**src/rtl/if_id_stage.sv**
```systemverilog
// if_id_stage: PC register, PC+4 adder and IF/ID register of the MIPS front end.
// Define IF_PERF_CNT_EN to build the stall/flush/cycle counters.
module if_id_stage #(
  parameter logic [31:0] RESET_PC = 32'h0000_0000,
  parameter int unsigned CNT_W    = 16
) (
  input  logic             clk_i,
  input  logic             rst_i,
  input  logic             start_i,
  input  logic             stall_i,
  input  logic             flush_i,
  input  logic [31:0]      target_i,
  input  logic [31:0]      instr_i,
  output logic [31:0]      pc_o,
  output logic [31:0]      id_instr_o,
  output logic [31:0]      id_pc4_o,
  output logic             id_valid_o,
  output logic             misalign_o,
  output logic [CNT_W-1:0] stall_cnt_o,
  output logic [CNT_W-1:0] flush_cnt_o,
  output logic [CNT_W-1:0] cycle_cnt_o
);

  typedef struct packed {
    logic [31:0] instr;
    logic [31:0] pc4;
    logic        valid;
  } if_id_t;

  localparam if_id_t BUBBLE = '0;

  logic [31:0] pc_q, pc_d, pc4;
  if_id_t      id_q, id_d;
  logic        mis_q, mis_d;

  assign pc4 = pc_q + 32'd4;

  // flush beats stall; idle freezes PC and feeds bubbles
  always_comb begin
    pc_d  = pc_q;
    id_d  = id_q;
    mis_d = mis_q;
    priority case (1'b1)
      !start_i: id_d = BUBBLE;
      flush_i: begin
        pc_d  = {target_i[31:2], 2'b00};
        id_d  = BUBBLE;
        mis_d = mis_q | (|target_i[1:0]);
      end
      stall_i: ;
      default: begin
        pc_d       = pc4;
        id_d.instr = instr_i;
        id_d.pc4   = pc4;
        id_d.valid = 1'b1;
      end
    endcase
  end

  always_ff @(posedge clk_i) begin
    if (rst_i) begin
      pc_q  <= RESET_PC;
      id_q  <= BUBBLE;
      mis_q <= 1'b0;
    end else begin
      pc_q  <= pc_d;
      id_q  <= id_d;
      mis_q <= mis_d;
    end
  end

  assign pc_o       = pc_q;
  assign id_instr_o = id_q.instr;
  assign id_pc4_o   = id_q.pc4;
  assign id_valid_o = id_q.valid;
  assign misalign_o = mis_q;

`ifdef IF_PERF_CNT_EN
  logic [CNT_W-1:0] stall_cnt_q, flush_cnt_q, cycle_cnt_q;

  function automatic logic [CNT_W-1:0] sat_inc(
    input logic [CNT_W-1:0] v
  );
    return (&v) ? v : v + CNT_W'(1);
  endfunction

  always_ff @(posedge clk_i) begin
    if (rst_i) begin
      stall_cnt_q <= '0;
      flush_cnt_q <= '0;
      cycle_cnt_q <= '0;
    end else if (start_i) begin
      cycle_cnt_q <= sat_inc(cycle_cnt_q);
      if (flush_i)
        flush_cnt_q <= sat_inc(flush_cnt_q);
      else if (stall_i)
        stall_cnt_q <= sat_inc(stall_cnt_q);
    end
  end

  assign stall_cnt_o = stall_cnt_q;
  assign flush_cnt_o = flush_cnt_q;
  assign cycle_cnt_o = cycle_cnt_q;
`else
  assign stall_cnt_o = '0;
  assign flush_cnt_o = '0;
  assign cycle_cnt_o = '0;
`endif

endmodule

```
**config.mk**
```make
export PLATFORM = sky130hd
export DESIGN_NAME = if_id_stage
export DESIGN_NICKNAME = d
export VERILOG_FILES = /design/src/rtl/if_id_stage.sv
export SDC_FILE = /design/constraint.sdc
export NUM_CORES = 1
export LEC_CHECK = 0
export CAP_MARGIN = 20
export CORE_MARGIN = 1
export CORE_UTILIZATION = 47
export CTS_BUF_LIST = sky130_fd_sc_hd__clkbuf_4
export DETAILED_ROUTE_END_ITERATION = 10
export PLACE_DENSITY_LB_ADDON = 0.3
export REMOVE_ABC_BUFFERS = 1
export SLEW_MARGIN = 30
export SYNTH_ARGS = -nofsm -noshare
export SYNTH_HDL_FRONTEND = slang
export SYNTH_SLANG_ARGS = --single-unit
export TNS_END_PERCENT = 50
```
**constraint.sdc**
```tcl
create_clock -name clk_i -period 5.6 [get_ports clk_i]
set_clock_uncertainty 0.1 [all_clocks]
set_input_delay 0.84 -clock clk_i [delete_from_list [all_inputs] [get_ports clk_i]]
set_output_delay 0.84 -clock clk_i [all_outputs]
set_load 0.005 [all_outputs]
```
==> metrics.cfg, run 1 <==
[run_status]
status=finished clean

[floorplanning]
die_area_mm2=0.01087
ios=215
rows=36
core_mm2=0.009955
initial_core_util=0.4938
die_h_um=104.3
die_x_um=104.3

[placement]
pre_cts_slack_ps=2264
placed_cells=847
io_buffers=162
dpl_cell_area_mm2=0.006379
finalWeightedCongestion=0.8729
dpl.hpwl_um=9448

[detailed_routing]
drtAntennaViolNets=0
drc=0
via_per_inst=5.460
dr.first_iter.drc_count=334
num_vias=4701
wl_um=13560
routedWlPerCell_um=15.75
drt-pass1-iter-count=5

[clock_network]
worstSkewPairLatency_ps=450
cts_max_level=3
cts-hold-fix-buffers=0
cts.sinks=94
numCtsBuffers=9
cts_resized=0
cts_setup_buffers=0
cts_root_buf=clkbuf_4
clk_pin_slew_worst_paths_ps=140
cts_tree=built
clockBufferDepth=2

[sta]
final.setup.tns_ps=0
fin_hold_ws_ps=365.0
hold_viol=0
period_needed_ps=2902
worst_slew_pin_slew_ps=849.7
rsz0062_at_grt=false
maxSlewHeadroom=0.4336
fmax_mhz=344.5
slew_violations=0
setup_viol=0
finalWorstSetupSlack_ps=2698
min_period_over_period=0.5183

[critical_path]
arrival_ps=3190
crit_path_max_fanout=44
worstSetupPathType=input port to register
required_ps=5890
worstSetupStartpointType=input port
crit_path_end_kind=register

[pwr]
clockPowerShare=0.340
peakVddDrop_mv=0.1551
power.density_mw_per_mm2=218.1
p_sw_uw=355.5
pwr-share-comb=0.155
p_total_mw=1.433
switching_share=0.2481
p_int_mw=1.077
seq_power_share=0.505
leakagePower_nw=2.466

[global_route]
first_global_vias=4372
grt_pass1_wl_um=21650
grt.overflow.total=0
grt_max_degree=61
grtUsageTotal=0.2452
antenna_found_initial=0

[logic_synthesis]
ys_warn_count=0
yosysMostFrequentCell=dfxtp_1
yosysUniqueCellTypes=56
synth_enable_flop_cells=0
synthCells=589
yosys-top-cells-count=dfxtp_1 (94), nor2_1 (69), buf_4 (53)
synth_area_leader_cell=dfxtp_1
synth.avg_cell_area_um2=8.346
synth.top_cell.area_share=0.3828
netlist_area_mm2=0.004916
synth-async-reset-ratio=0
synth_seq_cells=94
synthFlopType=dfxtp_1
synthTopCellsByArea=dfxtp_1 (38%), buf_4 (8.1%), mux2i_1 (7.9%)
ys_seq_area_frac=0.3828

[final_layout]
syn_to_final_growth_pct=33.65
postLayoutCoreUtil=0.6600
multi_input_area_mm2=0.002644
postLayoutCellArea_mm2=0.006570
fin_nets=795
regArea_mm2=0.001882
diodes=0
layoutNonFillerInstCount=861
nFillCells=845
drive_gt1_frac=0.05082

[flow_run]
maxCapViolCount=0

[hold_path]
min_path_type=register to register

## per-layer routing
| layer | vias to the layer above | share of wire | global-route usage |
|---|---|---|---|
| met5 | - | 0 | 0 |
| met4 | 0 | 0.024 | 0.09592 |
| met3 | 30 | 0.094 | 0.06955 |
| met2 | 234 | 0.47 | 0.3950 |
| met1 | 2190 | 0.41 | 0.3084 |
| li1 | 2247 | - | - |
## critical path, stage by stage
cell and delay, ps:
clkdlybuf4s50_1 800, inv_1 270, or3_1 400, buf_4 280, or4_1 510, o211ai_1 80
## registers in the layout (all words and copies together) (netlist names)
name        flops
misalign_o      1
id_instr_o     32
pc_o           30
id_valid_o      1
id_pc4_o       30
## cells by family after synthesis
kind of cell | count (synthesis) | synth area share
other | 1 | 0.0007628
adder cells (fa/ha/maj) | 1 | 0.002545
buffers and inverters | 101 | 0.1206
XOR/XNOR | 23 | 0.04098
multiplexers | 41 | 0.08399
AO/OA/AOI/OAI | 134 | 0.1672
AND/OR/NAND/NOR | 194 | 0.2011
flip-flops | 94 | 0.3828
## final timing paths
kind | startpoint | end | slack (ps) | depth (start not counted)
setup / recovery | start_i | pc_o[26]$_SDFFE_PP0N_ | 2700 | 6
hold / removal | misalign_o$_SDFFE_PP0P_ | misalign_o$_SDFFE_PP0P_ | 370 | 2
setup reg to reg | pc_o[2]$_SDFFE_PP0N_ | pc_o[26]$_SDFFE_PP0N_ | 3020 | 6
hold reg to reg | misalign_o$_SDFFE_PP0P_ | misalign_o$_SDFFE_PP0P_ | 370 | 2
## layout make-up
cell class / instances / share of cell area
clock buffers: 9 / 0.01028
multi-input cells: 445 / 0.4024
flip-flops and latches: 94 / 0.2864
well taps: 133 / 0.02533
repair buffers: 169 / 0.2533
clock inverters: 5 / 0.01885
inverters: 6 / 0.003428
## placed cells by master (no fill, tap or decap), types with 5 or more instances in the layout
cell and n:
nor4_1 6, nand3_1 16, conb_1 52, nand2_1 39, a22oi_1 10, clkbuf_4 9, xor2_1 11, buf_4 7
nor2_1 69, dfxtp_1 94, o31ai_1 6, mux2i_1 39, and3_1 12, a31oi_1 8, inv_1 5, nor3_1 9
xnor2_1 12, a21oi_1 42, clkdlybuf4s50_1 160, nand4_1 9, o21ai_0 37
## power by group through the flow
stage	Sequential (mW)	Clock, mW	Combinational, mW
after floorplan	0.732	0	0.0844
after global placement	0.737	0	0.214
after detailed placement	0.738	0	0.220
after CTS	0.723	0.493	0.221
after global routing	0.728	0.516	0.241
final	0.724	0.487	0.222
Power figures use the tool's default switching activity.
==> inputs of run 2 (changes only) <==
- CORE_UTILIZATION: 47 -> 40
- clock period: 5.6 -> 2.6 ns (I/O delays scaled with it)
==> metrics.cfg, run 2 (synthesis results as in run 1) <==
[run_status]
status=finished clean

[clock_network]
cts_root_buf=clkbuf_4
numCtsBuffers=9  ; unchanged
clk_pin_slew_worst_paths_ps=160  ; +20 ps
worstSkewPairLatency_ps=480  ; +30 ps
cts.sinks=94  ; unchanged
cts_tree=built
cts_max_level=3  ; unchanged
clockBufferDepth=2  ; unchanged
cts_setup_buffers=0  ; unchanged

[sta]
setup_viol=0  ; unchanged
maxSlewHeadroom=0.5141  ; +0.08058
slew_violations=0  ; unchanged
finalWorstSetupSlack_ps=252.8  ; -2445 ps
hold_viol=0  ; unchanged
fin_hold_ws_ps=303.4  ; -61.64 ps
period_needed_ps=2347
worst_slew_pin_slew_ps=728.7  ; -121.0 ps
rsz0062_at_grt=false
fmax_mhz=426.0
min_period_over_period=0.9028

[floorplanning]
die_h_um=112.9  ; +8.2%
die_area_mm2=0.01274  ; +17%
rows=40  ; +11%
core_mm2=0.01201  ; +21%
ios=215  ; unchanged
die_x_um=112.9  ; +8.2%
initial_core_util=0.4093  ; -0.08457

[global_route]
antenna_found_initial=0  ; unchanged
grtUsageTotal=0.2275  ; -0.01777
grt_pass1_wl_um=22720  ; +5.0%
grt.overflow.total=0  ; unchanged
grt_max_degree=52  ; -15%
first_global_vias=4434  ; +1.4%

[critical_path]
crit_path_end_kind=register
critical_path.most_common_cell=a31oi_1
crit_path_max_fanout=7  ; -84%
max_stage_delay_ps=690  ; -110 ps
arrival_ps=2670  ; -520 ps
path_cells=ha_1 -> nand3_2 -> or4_1 -> nor4_2 -> a31oi_1 -> a31oi_1
worstSetupPathType=register to register
critPathTopFamily=simple AND/OR/NAND/NOR gates
worstSetupStartpointType=register
cp.buffers_inverters=0  ; -3
critPathSlowestCell=or4_1
required_ps=2920  ; -2970 ps

[final_layout]
drive_gt1_frac=0.07143  ; +0.02060
fin_nets=807  ; +1.5%
diodes=0  ; unchanged
largest_reg_flops=32  ; unchanged
syn_to_final_growth_pct=35.25
final_common_cell=clkdlybuf4s50_1
layout_common_cells=clkdlybuf4s50_1 (160), dfxtp_1 (94), nor2_1 (69)

[detailed_routing]
via_per_inst=5.260  ; -3.7%
routedWlPerCell_um=16.01  ; +1.6%
drtAntennaViolNets=0  ; unchanged
drc=0  ; unchanged
num_vias=4676  ; -0.53%
drt-pass1-iter-count=5  ; unchanged
wl_um=14230  ; +4.9%
dr.first_iter.drc_count=295  ; -12%

[pwr]
leakagePower_nw=2.532  ; +2.7%
peakVddDrop_mv=0.3319  ; +110%
power.density_mw_per_mm2=443.5  ; +100%

[hold_path]
min_path_type=input port to register

[flow_run]
maxCapViolCount=0  ; unchanged

[placement]
finalWeightedCongestion=0.8611  ; -1.4%
io_buffers=162  ; unchanged
pre_cts_slack_ps=204.4  ; -2060 ps
dpl.hpwl_um=10220  ; +8.1%

-- run 2: cell types whose count changed in the layout (fill, tap and decap cells not counted), sizes merged --
cell | before | now
buf | 9 | 21
bufinv | 4 | 2
clkinv | 2 | 6
-- run 2: final timing paths --
| kind | slack, ps | depth (start not counted) | to | startpoint |
|---|---|---|---|---|
| setup reg to reg | 250 | 6 | pc_o[24]$_SDFFE_PP0N_ | pc_o[3]$_SDFFE_PP0N_ |
| hold reg to reg | 380 | 1 | id_valid_o$_SDFFE_PP0N_ | id_valid_o$_SDFFE_PP0N_ |
| setup / recovery | 250 | 6 | pc_o[24]$_SDFFE_PP0N_ | pc_o[3]$_SDFFE_PP0N_ |
| hold / removal | 300 | 3 | id_pc4_o[16]$_SDFFE_PP0N_ | stall_i |
-- run 2: metrics by stage --
step	util	power (mW)	instances	cell area, um2	TNS [ps]
after floorplan	-	1.759	545	4537	-4716
after global placement	0.5398	2.067	873	6484	0
after detailed placement	0.5398	2.077	873	6484	0
after CTS	0.5528	2.979	889	6640	0
after global routing	0.5535	3.087	889	6649	0
final	0.5535	2.949	889	6649	0
-- run 2: layer usage --
| metal | track usage | wire length [um] |
|---|---|---|
| met1 | 0.2788 | 5770 |
| met4 | 0.09649 | 319 |
| met5 | 0 | 0 |
| met2 | 0.3630 | 6715 |
| met3 | 0.07981 | 1424 |
-- run 2: what timing repair did --
item / CTS / global route
endpoints found under the setup margin: 0 / 1
hold buffers: 0 / 0
resized for setup: 0 / 1
-- run 2: cell type report --
cell class	instances	area [um2]
multi-input combinational	445	2650
inverter	6	22.52
timing repair buffer	181	1754
clock inverter	7	88.84
sequential	94	1882
fill	1131	5363
tap	147	183.9
clock buffer	9	67.56
-- run 2: power by group --
part	total, mW	switching, mW	internal (mW)	leakage, nW
Sequential	1.55	0.0643	1.49	0.764
Clock	0.899	0.514	0.385	0.0894
Combinational	0.497	0.227	0.271	1.68
Total	2.95	0.805	2.14	2.53
-- run 2: tightest hold or removal path: stages --
cell and delay (ps):
buf_2 120, buf_4 180, o21ba_1 140
==> inputs of run 3 (changes only) <==
--- a/config.mk
+++ b/config.mk
@@ -12,3 +12,3 @@
 export DETAILED_ROUTE_END_ITERATION = 10
-export PLACE_DENSITY_LB_ADDON = 0.3
+export PLACE_DENSITY = 0.92
 export REMOVE_ABC_BUFFERS = 1
--- a/constraint.sdc
+++ b/constraint.sdc
@@ -4,2 +4,2 @@
 set_output_delay 0.39 -clock clk_i [all_outputs]
-set_load 0.005 [all_outputs]
+set_load 0.1 [all_outputs]
==> metrics.cfg, run 3 (synthesis results as in run 1) <==
[run_status]
status=finished clean

[sta]
min_period_over_period=0.8898  ; -0.01295
slew_violations=0  ; unchanged
period_needed_ps=2314  ; -33.66 ps
fmax_mhz=432.2  ; +1.5%
maxSlewHeadroom=0.6277  ; +0.1135
hold_viol=0  ; unchanged
finalWorstSetupSlack_ps=286.4  ; +33.66 ps
setup_viol=0  ; unchanged
worst_slew_pin_slew_ps=553.4  ; -175.3 ps
rsz0062_at_grt=false

[final_layout]
syn_to_final_growth_pct=30.47
layoutNonFillerInstCount=888  ; -0.11%
fin_nets=808  ; +0.12%
multi_input_area_mm2=0.002638  ; -0.47%
drive_gt1_frac=0.1957  ; +0.1243
diodes=0  ; unchanged
nFillCells=1109  ; -1.9%
postLayoutCellArea_mm2=0.006414  ; -3.5%
final_common_cell=buf_4
layout_common_cells=buf_4 (113), dfxtp_1 (94), nor2_1 (69)
largest_reg_flops=32  ; unchanged
regArea_mm2=0.001882  ; unchanged

[clock_network]
cts_setup_buffers=0  ; unchanged
cts_tree=built
numCtsBuffers=9  ; unchanged
cts-hold-fix-buffers=0  ; unchanged
worstSkewPairLatency_ps=450  ; -30 ps
clk_pin_slew_worst_paths_ps=140  ; -20 ps
clockBufferDepth=2  ; unchanged
cts_root_buf=clkbuf_4
cts.sinks=94  ; unchanged
cts_max_level=3  ; unchanged
cts_resized=0  ; unchanged

[critical_path]
critical_path.most_common_cell=a31oi_1
critPathSlowestCell=or4_1
crit_path_max_fanout=7  ; unchanged
crit_path_end_kind=register
worstSetupPathType=register to register
path_cells=ha_1 -> nand3_2 -> or4_1 -> nor4_2 -> a31oi_1 -> a31oi_1
worstSetupStartpointType=register
max_stage_delay_ps=690  ; about the same
arrival_ps=2600  ; -70 ps
required_ps=2880  ; -40 ps

[floorplanning]
initial_core_util=0.4093  ; unchanged
die_h_um=112.9  ; unchanged
die_area_mm2=0.01274  ; unchanged
die_x_um=112.9  ; unchanged
ios=215  ; unchanged
core_mm2=0.01201  ; unchanged
rows=40  ; unchanged

[placement]
io_buffers=162  ; unchanged
dpl_cell_area_mm2=0.006265  ; -3.4%
finalWeightedCongestion=0.8564  ; -0.55%
placed_cells=874  ; +0.11%
dpl.hpwl_um=9975  ; -2.4%
pre_cts_slack_ps=361.9  ; +157.5 ps

[pwr]
leakagePower_nw=2.698  ; +6.5%
p_sw_mw=1.427  ; +77%
p_int_mw=2.136  ; -0.36%
switching_share=0.4005  ; +0.1275
peakVddDrop_mv=0.2693  ; -19%
seq_power_share=0.436  ; -0.090
clockPowerShare=0.248  ; -0.057
p_total_mw=3.563  ; +21%
pwr-share-comb=0.315  ; +0.146
power.density_mw_per_mm2=555.5  ; +25%

[detailed_routing]
wl_um=13880  ; -2.5%
routedWlPerCell_um=15.63  ; -2.4%
drt-pass1-iter-count=5  ; unchanged
num_vias=4649  ; -0.58%
drc=0  ; unchanged
via_per_inst=5.235  ; -0.47%
dr.first_iter.drc_count=286  ; -3.1%
drtAntennaViolNets=0  ; unchanged

[global_route]
grt.overflow.total=0  ; unchanged
grtUsageTotal=0.2164  ; -0.01111
grt_pass1_wl_um=21870  ; -3.8%
grt_max_degree=61  ; +17%
antenna_found_initial=0  ; unchanged
first_global_vias=4309  ; -2.8%

[hold_path]
min_path_type=input port to register

[flow_run]
maxCapViolCount=0  ; unchanged

[run 3: changes by cell type in the layout (fill, tap and decap cells not counted)]
cell	before	now
buf_4	19	113
clkdlybuf4s50_1	160	66
clkinv_2	4	1
buf_12	0	1
clkbuf_4	9	10
nor4_2	2	3
nor4_4	1	0
o21ai_1	0	1
o21ai_2	1	0
[run 3: layout make-up]
cell class / instances / share of cell area
clock buffers: 10 / 0.01171
clock inverters: 4 / 0.01151
inverters: 6 / 0.003512
multi-input cells: 445 / 0.4112
flip-flops and latches: 94 / 0.2934
well taps: 147 / 0.02868
repair buffers: 182 / 0.2400
[run 3: power groups by stage]
stage,logic [mW],registers (mW),clock network (mW)
6_report,1.12,1.55,0.885
5_1_grt,1.17,1.56,0.970
4_1_cts,1.12,1.55,0.899
3_5_place_dp,1.12,1.58,0
3_3_place_gp,1.11,1.58,0
2_1_floorplan,0.491,1.91,0
[run 3: metal layers]
metal  up-vias  routed length, um  track usage
met2       220               6636       0.3473
met3        32                872      0.03696
met5         -                  0            0
li1       2274                  -            -
met1      2123               5967       0.2801
met4         0                399       0.1114
[run 3: worst paths after layout]
check	startpoint	endpoint	slack [ps]	cells after the start
worst max-delay path	pc_o[3]$_SDFFE_PP0N_	pc_o[24]$_SDFFE_PP0N_	290	6
worst min-delay path	flush_i	pc_o[2]$_SDFFE_PP0N_	350	3
worst max register to register	pc_o[3]$_SDFFE_PP0N_	pc_o[24]$_SDFFE_PP0N_	290	6
worst min register to register	misalign_o$_SDFFE_PP0P_	misalign_o$_SDFFE_PP0P_	360	2
[run 3: through the flow]
stage | setup TNS (ps) | hold WS, ps | utilization
finish | 0 | 352.4 | 0.5340
global route | 0 | 336.6 | 0.5340
CTS | 0 | 328.2 | 0.5340
detailed placement | 0 | 340.7 | 0.5216
global placement | 0 | 334.5 | 0.5216
floorplan | -5883 | 359.1 | -
[run 3: critical path, delay by kind of cell (launching register included)]
kind / cells / cell delay, ps
AOI/OAI and AO/OA: 2 / 240
adders and majority gates: 1 / 300
DFF: 1 / 470
and+or+nand+nor: 3 / 1140
